--- config.mk ---
export PLATFORM = sky130hd
export DESIGN_NAME = clock_catchup_multi
export DESIGN_NICKNAME = d
export VERILOG_FILES = /design/src/rtl/clock_catchup_multi.sv
export SDC_FILE = /design/constraint.sdc
export NUM_CORES = 1
export LEC_CHECK = 0
export ABC_AREA = 1
export BUFFER_PORTS_ARGS = -buffer_cell sky130_fd_sc_hd__buf_2
export CAP_MARGIN = 20
export CORE_UTILIZATION = 60
export CTS_CLUSTER_SIZE = 40
export DETAILED_ROUTE_END_ITERATION = 10
export PLACE_DENSITY = 0.78
export SETUP_SLACK_MARGIN = 0.3
export SLEW_MARGIN = 0
export SYNTH_ARGS = -nofsm -noshare
export SYNTH_HDL_FRONTEND = slang
export SYNTH_SLANG_ARGS = --single-unit
--- constraint.sdc ---
create_clock -name clk_i -period 2.16 [get_ports clk_i]
set_input_delay 0.108 -clock clk_i [delete_from_list [all_inputs] [get_ports clk_i]]
set_output_delay 0.108 -clock clk_i [all_outputs]
set_load 0.02 [all_outputs]
--- src/rtl/clock_catchup_multi.sv ---
// clock_catchup_multi: multi-channel clock-enable generator with delay/catch-up.
//
// Each channel divides the reference tick (ce_in_i) by a runtime ratio. While a
// channel's delay_i bit is high its ce_o bit is forced low. Every natural tick
// missed during that time is added to a debt counter. Once delay_i drops, the
// debt is repaid by asserting ce_o on off-phase reference ticks.
//
// Optional feature: define CCCU_LOCKSTEP_EN to make all channels share a single
// divider, ratio register, debt counter and overflow flag. In that mode the
// effective delay is the OR of all delay_i bits, the ratio comes from channel 0,
// and every output bit is a replica of that shared channel.
//
// Ports:
//   clk_i            reference clock
//   rst_i            synchronous, active-high reset
//   ce_in_i          reference tick qualifier; no state changes when low
//   delay_i          per-channel stall request; ce_o goes low in the same cycle
//   ratio_i          per-channel divide ratio minus 1, DivWidth bits per channel
//   clear_overflow_i clears all sticky overflow bits (a same-cycle set wins)
//   ce_o             per-channel core clock enable (combinational)
//   catching_up_o    per-channel flag, high while the debt counter is non-zero
//   overflow_o       per-channel sticky flag: debt saturated while delayed
module clock_catchup_multi #(
  parameter int unsigned Channels     = 2,
  parameter int unsigned DivWidth     = 4,
  parameter int unsigned CatchUpWidth = 16
) (
  input  logic                         clk_i,
  input  logic                         rst_i,
  input  logic                         ce_in_i,
  input  logic [Channels-1:0]          delay_i,
  input  logic [Channels*DivWidth-1:0] ratio_i,
  input  logic                         clear_overflow_i,
  output logic [Channels-1:0]          ce_o,
  output logic [Channels-1:0]          catching_up_o,
  output logic [Channels-1:0]          overflow_o
);

`ifdef CCCU_LOCKSTEP_EN
  localparam int unsigned Units = 1;
`else
  localparam int unsigned Units = Channels;
`endif

  // Per-unit view of the inputs; a unit is one divider/debt engine.
  logic [Units-1:0]          unit_delay;
  logic [Units*DivWidth-1:0] unit_ratio;
  logic [Units-1:0]          unit_ce;
  logic [Units-1:0]          unit_cu;
  logic [Units-1:0]          unit_ov;

`ifdef CCCU_LOCKSTEP_EN
  assign unit_delay = |delay_i;
  assign unit_ratio = ratio_i[DivWidth-1:0];
`else
  assign unit_delay = delay_i;
  assign unit_ratio = ratio_i;
`endif

  for (genvar u = 0; u < Units; u++) begin : g_unit
    logic [DivWidth-1:0]     div_q, div_d;
    logic [DivWidth-1:0]     ratio_q, ratio_d;
    logic [CatchUpWidth-1:0] debt_q, debt_d;
    logic                    ovf_q, ovf_d;
    logic                    natural_tick;
    logic                    debt_nonzero;
    logic                    ovf_set;

    assign natural_tick = (div_q == '0);
    assign debt_nonzero = (debt_q != '0);

    always_comb begin
      div_d   = div_q;
      ratio_d = ratio_q;
      debt_d  = debt_q;
      ovf_d   = ovf_q;
      ovf_set = 1'b0;
      if (ce_in_i) begin
        // The divider keeps running during a stall so natural ticks stay in phase.
        if (div_q == ratio_q) begin
          div_d   = '0;
          // New ratio only takes effect at a period boundary.
          ratio_d = unit_ratio[u*DivWidth +: DivWidth];
        end else begin
          div_d = div_q + DivWidth'(1);
        end

        if (unit_delay[u]) begin
          if (natural_tick) begin
            if (debt_q == '1) begin
              ovf_set = 1'b1;
            end else begin
              debt_d = debt_q + CatchUpWidth'(1);
            end
          end
        end else if (!natural_tick && debt_nonzero) begin
          // Off-phase tick spent repaying one unit of debt.
          debt_d = debt_q - CatchUpWidth'(1);
        end

        ovf_d = ovf_set | (ovf_q & ~clear_overflow_i);
      end
    end

    always_ff @(posedge clk_i) begin
      if (rst_i) begin
        div_q   <= '0;
        ratio_q <= unit_ratio[u*DivWidth +: DivWidth];
        debt_q  <= '0;
        ovf_q   <= 1'b0;
      end else begin
        div_q   <= div_d;
        ratio_q <= ratio_d;
        debt_q  <= debt_d;
        ovf_q   <= ovf_d;
      end
    end

    assign unit_ce[u] = ce_in_i & ~rst_i & ~unit_delay[u] & (natural_tick | debt_nonzero);
    assign unit_cu[u] = debt_nonzero;
    assign unit_ov[u] = ovf_q;
  end

`ifdef CCCU_LOCKSTEP_EN
  assign ce_o          = {Channels{unit_ce[0]}};
  assign catching_up_o = {Channels{unit_cu[0]}};
  assign overflow_o    = {Channels{unit_ov[0]}};
`else
  assign ce_o          = unit_ce;
  assign catching_up_o = unit_cu;
  assign overflow_o    = unit_ov;
`endif

endmodule

### Word-level counts from Yosys, hierarchy flattened

Index checks and enable logic that the tools add are counted.

* bitwise operators: 15
* equality and inequality tests: 8
* reductions and logical operators: 17
* add/subtract/negate cells: 6
* multiplexer cells: 24

Operator list (number)
* $mux W16: 8
* $add A16 B1 Y16 const B: 2
* $eq A16 B16 Y1 const B: 2
* $mux W4: 8
* $reduce_bool A16 Y1: 2
* $sub A16 B1 Y16 const B: 2
* $reduce_bool A2 Y1: 5
* $add A4 B1 Y4 const B: 2
* $eq A4 B4 Y1: 2
* $logic_not A4 Y1: 2
* $mux W1: 8
* $reduce_and A4 Y1: 2
* $and A1 B1 Y1: 7
* $ne A2 B1 Y1 const B: 2
* $ne A2 B2 Y1 const B: 2
* $not A1 Y1: 4
* $or A1 B1 Y1: 4
* $reduce_and A2 Y1: 2
* $logic_and A1 B1 Y1: 2
* $logic_not A1 Y1: 2

* word-level logic and storage cells: 78
* output and inout port bits: 6
* register bits: 50
* bits of input ports: 14

### Depth between registers and ports, before layout

Gate-level depths: netlist (run 1).

* depth after elaboration: 6
* gate-level depth with buffers: 13
* depth with buffers taken out: 13

### Worst setup path after synthesis (run 1)

Ideal clock, no wire load.

* path type: register to register
* start: reg g_unit[1].debt_q[0]
* end: reg g_unit[1].debt_q[10]
* data arrival time: 1499 ps
* setup time: 114 ps
* setup slack: 548 ps
* period minus slack after synthesis: 1612 ps
* buffers on the path: 0
* stages on the path, launching flop included: 13
* data required time: 2046 ps
* path through: dfxtp_1 inv_2 fa_1 inv_1 nand2_1 nand2_1 nand3_1 nand2_1 nand2_1 nand2_1 nand2_1 a21oi_1 nor2_1

* cells in the longest elaborated chain, start to end: 4
* elaborated cells on any way between the ends: 12
* classes of those cells: add/sub (2); eq/ne (2); mux (4); reduce/logical (4)

Ends and longest elaborated chain
* from (decl): RTL line 63 `logic [CatchUpWidth-1:0] debt_q, debt_d;`
* from (signal assigned): RTL line 114 `debt_q <= debt_d;`
* $add A16 B1 Y16 / $reduce_bool A16 Y1 (equally long branches): RTL line 93, 70
* $mux W16 / $logic_and A1 B1 Y1 (equally long branches): RTL line 90, 96
* $mux W16 / $reduce_bool A2 Y1 (equally long branches)
* $mux W16 / $reduce_and A4 Y1 (equally long branches)

Parallel ways exist; a longest one is shown, timed or not. The select of a mux whose other input is x is not followed.
A chain may end at the register's enable or synchronous reset.

### Worst setup path after layout (run 1)

Same ends and word-level chain as after synthesis.

==> results of run 1 <==
==> sequential cells by signal, indices dropped and copies added (netlist names) <==
signal          flops
g_unit.debt_q      32
g_unit.div_q        8
g_unit.ratio_q      8
g_unit.ovf_q        2
==> power by group through the flow <==
stage               Combinational [mW]  Clock [mW]  Sequential, mW
global placement                  1.31           0            1.19
finish                            1.40       0.545            1.17
detailed placement                1.34           0            1.19
floorplan                         1.11           0            1.15
global route                      1.60       0.593            1.19
CTS                               1.36       0.553            1.17
==> cell type report <==
| type | instances | area, µm² |
|---|---|---|
| Tap cell | 96 | 120 |
| Sequential cell | 50 | 1080 |
| Clock buffer | 5 | 68.8 |
| Timing Repair Buffer | 35 | 260 |
| Inverter | 117 | 439 |
| Multi-Input combinational cell | 536 | 2770 |
| Fill cell | 662 | 2150 |
| Clock inverter | 2 | 15.0 |
==> logic make-up (layout without fill, tap and decap cells) <==
kind of cell / after synthesis / after routing / share of synthesized area, %
AOI/OAI and AO/OA: 48 / 48 / 6.26
adders and majority gates: 34 / 34 / 10.1
DFF: 50 / 50 / 24.7
buffers and inverters: 129 / 159 / 12.4
xor gates and xnor gates: 20 / 20 / 4.00
and+or+nand+nor: 434 / 434 / 42.6
==> what timing repair did <==
action	in CTS	in global routing
endpoints found under the setup margin	1	10
endpoints found under the hold margin	8	0
resized for setup	1	6
hold buffers	8	0
setup buffers	0	3
pin swaps	0	1
==> synth_stat cells <==
cell,instances,area (µm²)
inv_2,2,7.51
nor3_1,2,10.0
nand2_4,4,45.0
o21ai_2,2,17.5
nand4_1,12,75.1
xor2_1,9,78.8
nand2_2,4,25.0
clkinv_1,1,3.75
ha_1,32,400
nand3_1,45,225
o21bai_1,4,30.0
buf_12,1,20.0
nand2_1,246,923
fa_1,2,40.0
o21ai_0,8,40.0
o211ai_1,2,15.0
nand3b_1,9,67.6
nand2_8,2,40.0
buf_4,5,37.5
buf_6,3,33.8
and2_1,4,25.0
nor2_1,104,390
a21oi_1,29,145
edfxtp_1,8,240
dfxtp_1,42,841
inv_1,114,428
clkbuf_1,3,11.3
xnor2_1,11,96.3
nor3b_4,2,37.5
a21oi_2,3,26.3
==> layer usage <==
metal	track usage, %	part of all wire (%)	vias to the layer above
met1	32.9	46	1932
met2	48.2	49	73
met4	9.69	1.8	0
li1	-	-	2272
met5	0	0	-
met3	3.41	3.0	16
==> worst max path at each step <==
stage                                    from                   end  slack, ns  cells past startpoint
after global placement             delay_i[0]  g_unit[0].debt_q[10]       0.27                     13
after global routing      g_unit[1].debt_q[0]  g_unit[1].debt_q[10]       0.27                     12
final                     g_unit[1].debt_q[0]  g_unit[1].debt_q[10]       0.41                     12
after CTS                 g_unit[1].debt_q[1]  g_unit[1].debt_q[10]       0.31                     12
after floorplan           g_unit[1].debt_q[0]  g_unit[1].debt_q[10]       0.55                     12
after detailed placement           delay_i[1]  g_unit[1].debt_q[15]       0.22                     13
==> per-stage QoR <==
step / power, mW / setup slack [ns] / util (%) / std cells
CTS: 3.08 / 0.306 / 68.1 / 838
global route: 3.38 / 0.269 / 68.9 / 841
finish: 3.12 / 0.413 / 68.9 / 841
floorplan: 2.27 / 0.548 / - / 715
global placement: 2.50 / 0.275 / 65.7 / 823
detailed placement: 2.53 / 0.223 / 65.7 / 823
==> worst max-delay path, stage by stage (launching register included) <==
cell	delay, ns
dfxtp_2	0.37
inv_2	0.06
fa_2	0.38
inv_1	0.06
nand2_1	0.06
nand2_2	0.09
nand3_1	0.10
nand2_1	0.13
nand2_1	0.08
nand2_1	0.06
nand2_1	0.04
a21oi_1	0.14
nor2_1	0.06
==> flow_summary.ini, run 1 <==
[timing]
finalMaxSlewViolations = 0
fin_crit_ns = 1.75
finalSetupTns_ns = 0
setup_viol = 0
finalHoldWorstSlack_ns = 0.134
post-route-period-util_pct = 80.9
tightest_slew_ns = 0.575
grt_setup_unrepaired = yes
timing.slew.headroom_pct = 61.6
max_freq_mhz = 572
hold_violations = 0
skew_ns = 0.00437

[yosys]
yosys_warnings = 0
syn-num-nets = 763
ys_ff_latch = 50
synth.avg_cell_area_um2 = 6.12
yosysSeqAreaShare_pct = 24.7
synth_cell_types = 30
syn-cell-area_um2 = 4380
netlist_instances = 715

[detailed_routing]
via_count = 4293
wirelength_mm = 9.89
drt-pass1-iter-count = 4
viasPerCell = 5.10
antenna_left = 0
drt-initial-drc-count = 190
drc = 0
wl_per_cell_um = 11.8

[setup_path]
r2r_setup_slack_ns = 0.41
cp.required_ns = 2.36
path_class = reg -> reg
crit_arrival_ns = 1.95
reg2regPathDepth = 12
worstSetupEndpointType = flip-flop
worstSetupStartpointType = flip-flop
worstPathMaxFanout = 4
timing.rr.end = g_unit[1].debt_q[10]
rr_startpoint = g_unit[1].debt_q[0]

[worst_hold_path]
min_from = rst_i
min_to = g_unit[0].debt_q[2]
hold_depth = 2
hp-class = in -> reg

[grt]
grt_pass1_wl_mm = 16.4
grt_max_degree = 21
grt-ovfl-total = 0
grt_use_total_pct = 26.9
antenna_found_initial = 0
grt_pass1_vias = 3847

[cells_and_area]
layout.nets = 793
fin_area_um2 = 4760
drive_gt1_share_pct = 8.05
areaGrowthSynthToFinish_pct = 8.69
final_cell_mix = nand2_1 (245), inv_1 (114), nor2_1 (104)
n_antenna_cell = 0
final_common_cell = nand2_1

[floorplan]
rows = 30
core_area_um2 = 6910
start_util_pct = 63.4
pin_count = 20
die_x_um = 87.4
die_area_um2 = 7640
die_y_um = 87.4

[power_and_ir_drop]
p_int_mw = 1.81
powerDensity_nw_per_um2 = 656
max-vdd-ir-drop_mv = 0.398
clockPowerShare_pct = 17.5
power_switching_mw = 1.31
power_frac_seq_pct = 37.6
swShare_pct = 41.9
comb_power_share_pct = 44.9
p_leak_nw = 2.56

[placed_design]
portBuffers = 19
place.gp.congestion = 0.863
dpl.hpwl_mm = 7.63
dpl_cell_area_um2 = 4540

[cts]
htreeDepth = 2
cts.clk_slew.worst_paths_ns = 0.10
cts_tree = yes
cts_buffers = 5
root_buffer = clkbuf_8
clk_latency_ns = 0.30
clock_sink_count = 50
cts_max_path_buffers = 2

[job]
maxCapViolations = 0

[outcome]
outcome = finished clean
(Power assumes the default switching activity.)
==> inputs of run 2 (changes only) <==
Settings changed: CORE_UTILIZATION 60 to 57.
Clock period 2.16 ns to 1.5 ns, I/O delays scaled along.
==> flow_summary.ini, run 2 <==
[outcome]
error = [ERROR DPL-0038] Utilization greater than 100%, impossible to legalize
flow.stopped_at = global routing (5_1_grt)
outcome = did not finish

[yosys]
synth_top_area_share_pct = 21.1
yosysSeqAreaShare_pct = 24.7
synth_cell_types = 30
syn-cell-area_um2 = 4380
synthTopCellsByCount = nand2_1 (246), inv_1 (114), nor2_1 (104)
synth.avg_cell_area_um2 = 6.12
async_flop_share_pct = 0
yosys_warnings = 0
syn-num-nets = 763
synthTopCellsByArea = nand2_1 (21%), dfxtp_1 (19%), inv_1 (9.8%)
netlist_instances = 715
yosysTopAreaCell = nand2_1
ys.flop_type = dfxtp_1
synth_most_common_cell = nand2_1
ys_ff_latch = 50
synth_edf_count = 8

[floorplan]
pin_count = 20
start_util_pct = 59.7
die_x_um = 89.6
rows = 31
die_y_um = 89.6

[placed_design]
dpl.hpwl_mm = 8.55
dp_cells = 895
place.gp.congestion = 0.920
post-place-ws_ns = -0.252
portBuffers = 19

[cts]
root_buffer = clkbuf_8
clock_sink_count = 50
htreeDepth = 2
cts_max_path_buffers = 2
cts_buffers = 5

[timing]
endpoint_type = primary output
worst_endpoint = ce_o[0]

[grt]
grt_max_degree = 19
run 2: timing repair:
item	4_1_cts
pin swaps	83
setup endpoints to repair	50
buffers inserted	38
cloned	4
hold buffers	8
resized for setup	192
endpoints found under the hold margin	8
run 2: cell families after synthesis:
group                    count (synthesis)  share of synthesized area (%)
XOR/XNOR                                20                           4.00
AO/OA/AOI/OAI                           48                           6.26
buffers and inverters                  129                           12.4
adder cells (fa/ha/maj)                 34                           10.1
AND/OR/NAND/NOR                        434                           42.6
flip-flops                              50                           24.7
run 2: per-stage QoR:
step / utilization [%] / cell area (µm²)
floorplan: - / 4500
CTS: 88.9 / 6520
global placement: 71.0 / 5210
detailed placement: 71.0 / 5210
==> inputs of run 3 (changes only) <==
Settings changed: CORE_UTILIZATION 57 to 40, CTS_CLUSTER_SIZE 40 to unset, PLACE_DENSITY 0.78 to unset, PLACE_DENSITY_LB_ADDON set to 0.15, SETUP_SLACK_MARGIN 0.3 to unset.
Clock period 1.5 ns to 2 ns, I/O delays scaled along.
==> flow_summary.ini, run 3 (synthesis results as in run 1) <==
[floorplan]
die_y_um = 107
core_area_um2 = 10500
start_util_pct = 41.8
rows = 37
pin_count = 20
die_x_um = 107
die_area_um2 = 11400

[timing]
setup_viol = 0
fin_crit_ns = 1.80
max_freq_mhz = 554
skew_ns = 0.0109
finalMaxSlewViolations = 0
hold_violations = 0
setup_ws_ns = 0.196
finalHoldWorstSlack_ns = 0.137
post-route-period-util_pct = 90.2
tightest_slew_ns = 0.482
timing.slew.headroom_pct = 67.8
finalSetupTns_ns = 0
grt_setup_unrepaired = no

[setup_path]
reg2regPathDepth = 12
slowest_delay_ns = 0.42
path_class = reg -> reg
cp.required_ns = 2.22
r2r_setup_slack_ns = 0.20
crit_arrival_ns = 2.02
crit_chain = inv_2, fa_1, inv_1, nand2_1, nand2_1, nand3_1, nand2_1, nand2_1, nand2_1, nand2_1, a21oi_1, nor2_1
worstSetupStartpointType = flip-flop
worstSetupEndpointType = flip-flop
worstPathMaxFanout = 4
cp_common_cell = nand2_1
cpMaxStageDelayCell = fa_1

[outcome]
outcome = finished clean

[grt]
antenna_found_initial = 0
grt_use_total_pct = 19.9
grt-ovfl-total = 0
grt_pass1_wl_mm = 18.3
grt_pass1_vias = 4118
grt_max_degree = 21

[detailed_routing]
wirelength_mm = 10.5
drc = 0
drt-met1-wl_mm = 5.10
viasPerCell = 4.76
top_layer_used = met4
drt-pass1-iter-count = 4
wl_met3_um = 256
drt-initial-drc-count = 178
wl_per_cell_um = 11.9
wl_met2_mm = 4.95
antenna_left = 0
via_count = 4208

[cts]
clock_sink_count = 50
root_buffer = clkbuf_8
cts_tree = yes
cts_buffers = 5
cts.clk_slew.worst_paths_ns = 0.11
htreeDepth = 2
clk_latency_ns = 0.31
cts_max_path_buffers = 2

[placed_design]
dp_cells = 865
dpl.hpwl_mm = 8.25
place.gp.congestion = 0.845
dpl_cell_area_um2 = 4620
post-place-ws_ns = 0.198
portBuffers = 19

[worst_hold_path]
hp-class = in -> reg
hold_depth = 2

[power_and_ir_drop]
powerDensity_nw_per_um2 = 711
finalPower_mw = 3.42
p_leak_nw = 2.57
max-vdd-ir-drop_mv = 0.345

[cells_and_area]
max_flop_register = g_unit.debt_q
drive_gt1_share_pct = 7.49
top_regs = g_unit.debt_q: 32 flops, g_unit.div_q: 8 flops, g_unit.ratio_q: 8 flops
final_common_cell = nand2_1
layout.nets = 795
n_antenna_cell = 0
finalNonFillerCells = 884
largest_reg_flops = 32
final_cell_mix = nand2_1 (246), inv_1 (114), nor2_1 (104)
utilization_pct = 46.0
areaGrowthSynthToFinish_pct = 10.0
fin_area_um2 = 4810

[job]
maxCapViolations = 0
[run 3: layout make-up]
| type | instances | area (µm²) |
|---|---|---|
| Fill cell | 1154 | 5650 |
| Multi-Input combinational cell | 536 | 2750 |
| Sequential cell | 50 | 1080 |
| Inverter | 117 | 439 |
| Timing Repair Buffer | 37 | 275 |
| Tap cell | 136 | 170 |
| Clock buffer | 5 | 68.8 |
| Clock inverter | 3 | 26.3 |
[run 3: layer usage]
layer	up-vias	global-route usage [%]
li1	2274	-
met1	1868	25.1
met2	54	35.3
met3	12	2.67
met4	0	5.87
met5	-	0
[run 3: worst max-delay path: cells and delay by family (launching register included)]
kind | cells | cell delay [ns]
adders and majority gates | 1 | 0.42
and+or+nand+nor | 8 | 0.64
AOI/OAI and AO/OA | 1 | 0.12
DFF | 1 | 0.40
buffers and inverters | 2 | 0.14
[run 3: final timing paths]
| check | start | endpoint |
|---|---|---|
| hold / removal | rst_i | g_unit[0].debt_q[2] |
| setup reg to reg | g_unit[1].debt_q[0] | g_unit[1].debt_q[10] |
| setup / recovery | g_unit[1].debt_q[0] | g_unit[1].debt_q[10] |
| hold reg to reg | g_unit[0].ovf_q | g_unit[0].ovf_q |
[run 3: what timing repair did]
| item | CTS | global route |
|---|---|---|
| setup endpoints to repair | 0 | 1 |
| hold endpoints to repair | 8 | 0 |
| resized for setup | 0 | 0 |
| hold buffers | 8 | 0 |
| buffers inserted | 0 | 3 |
[run 3: where the power goes]
| group | total (mW) | internal (mW) | switching, mW | leakage [nW] |
|---|---|---|---|---|
| logic | 1.50 | 0.574 | 0.929 | 2.09 |
| clock network | 0.656 | 0.259 | 0.397 | 0.0491 |
| registers | 1.26 | 1.14 | 0.126 | 0.424 |
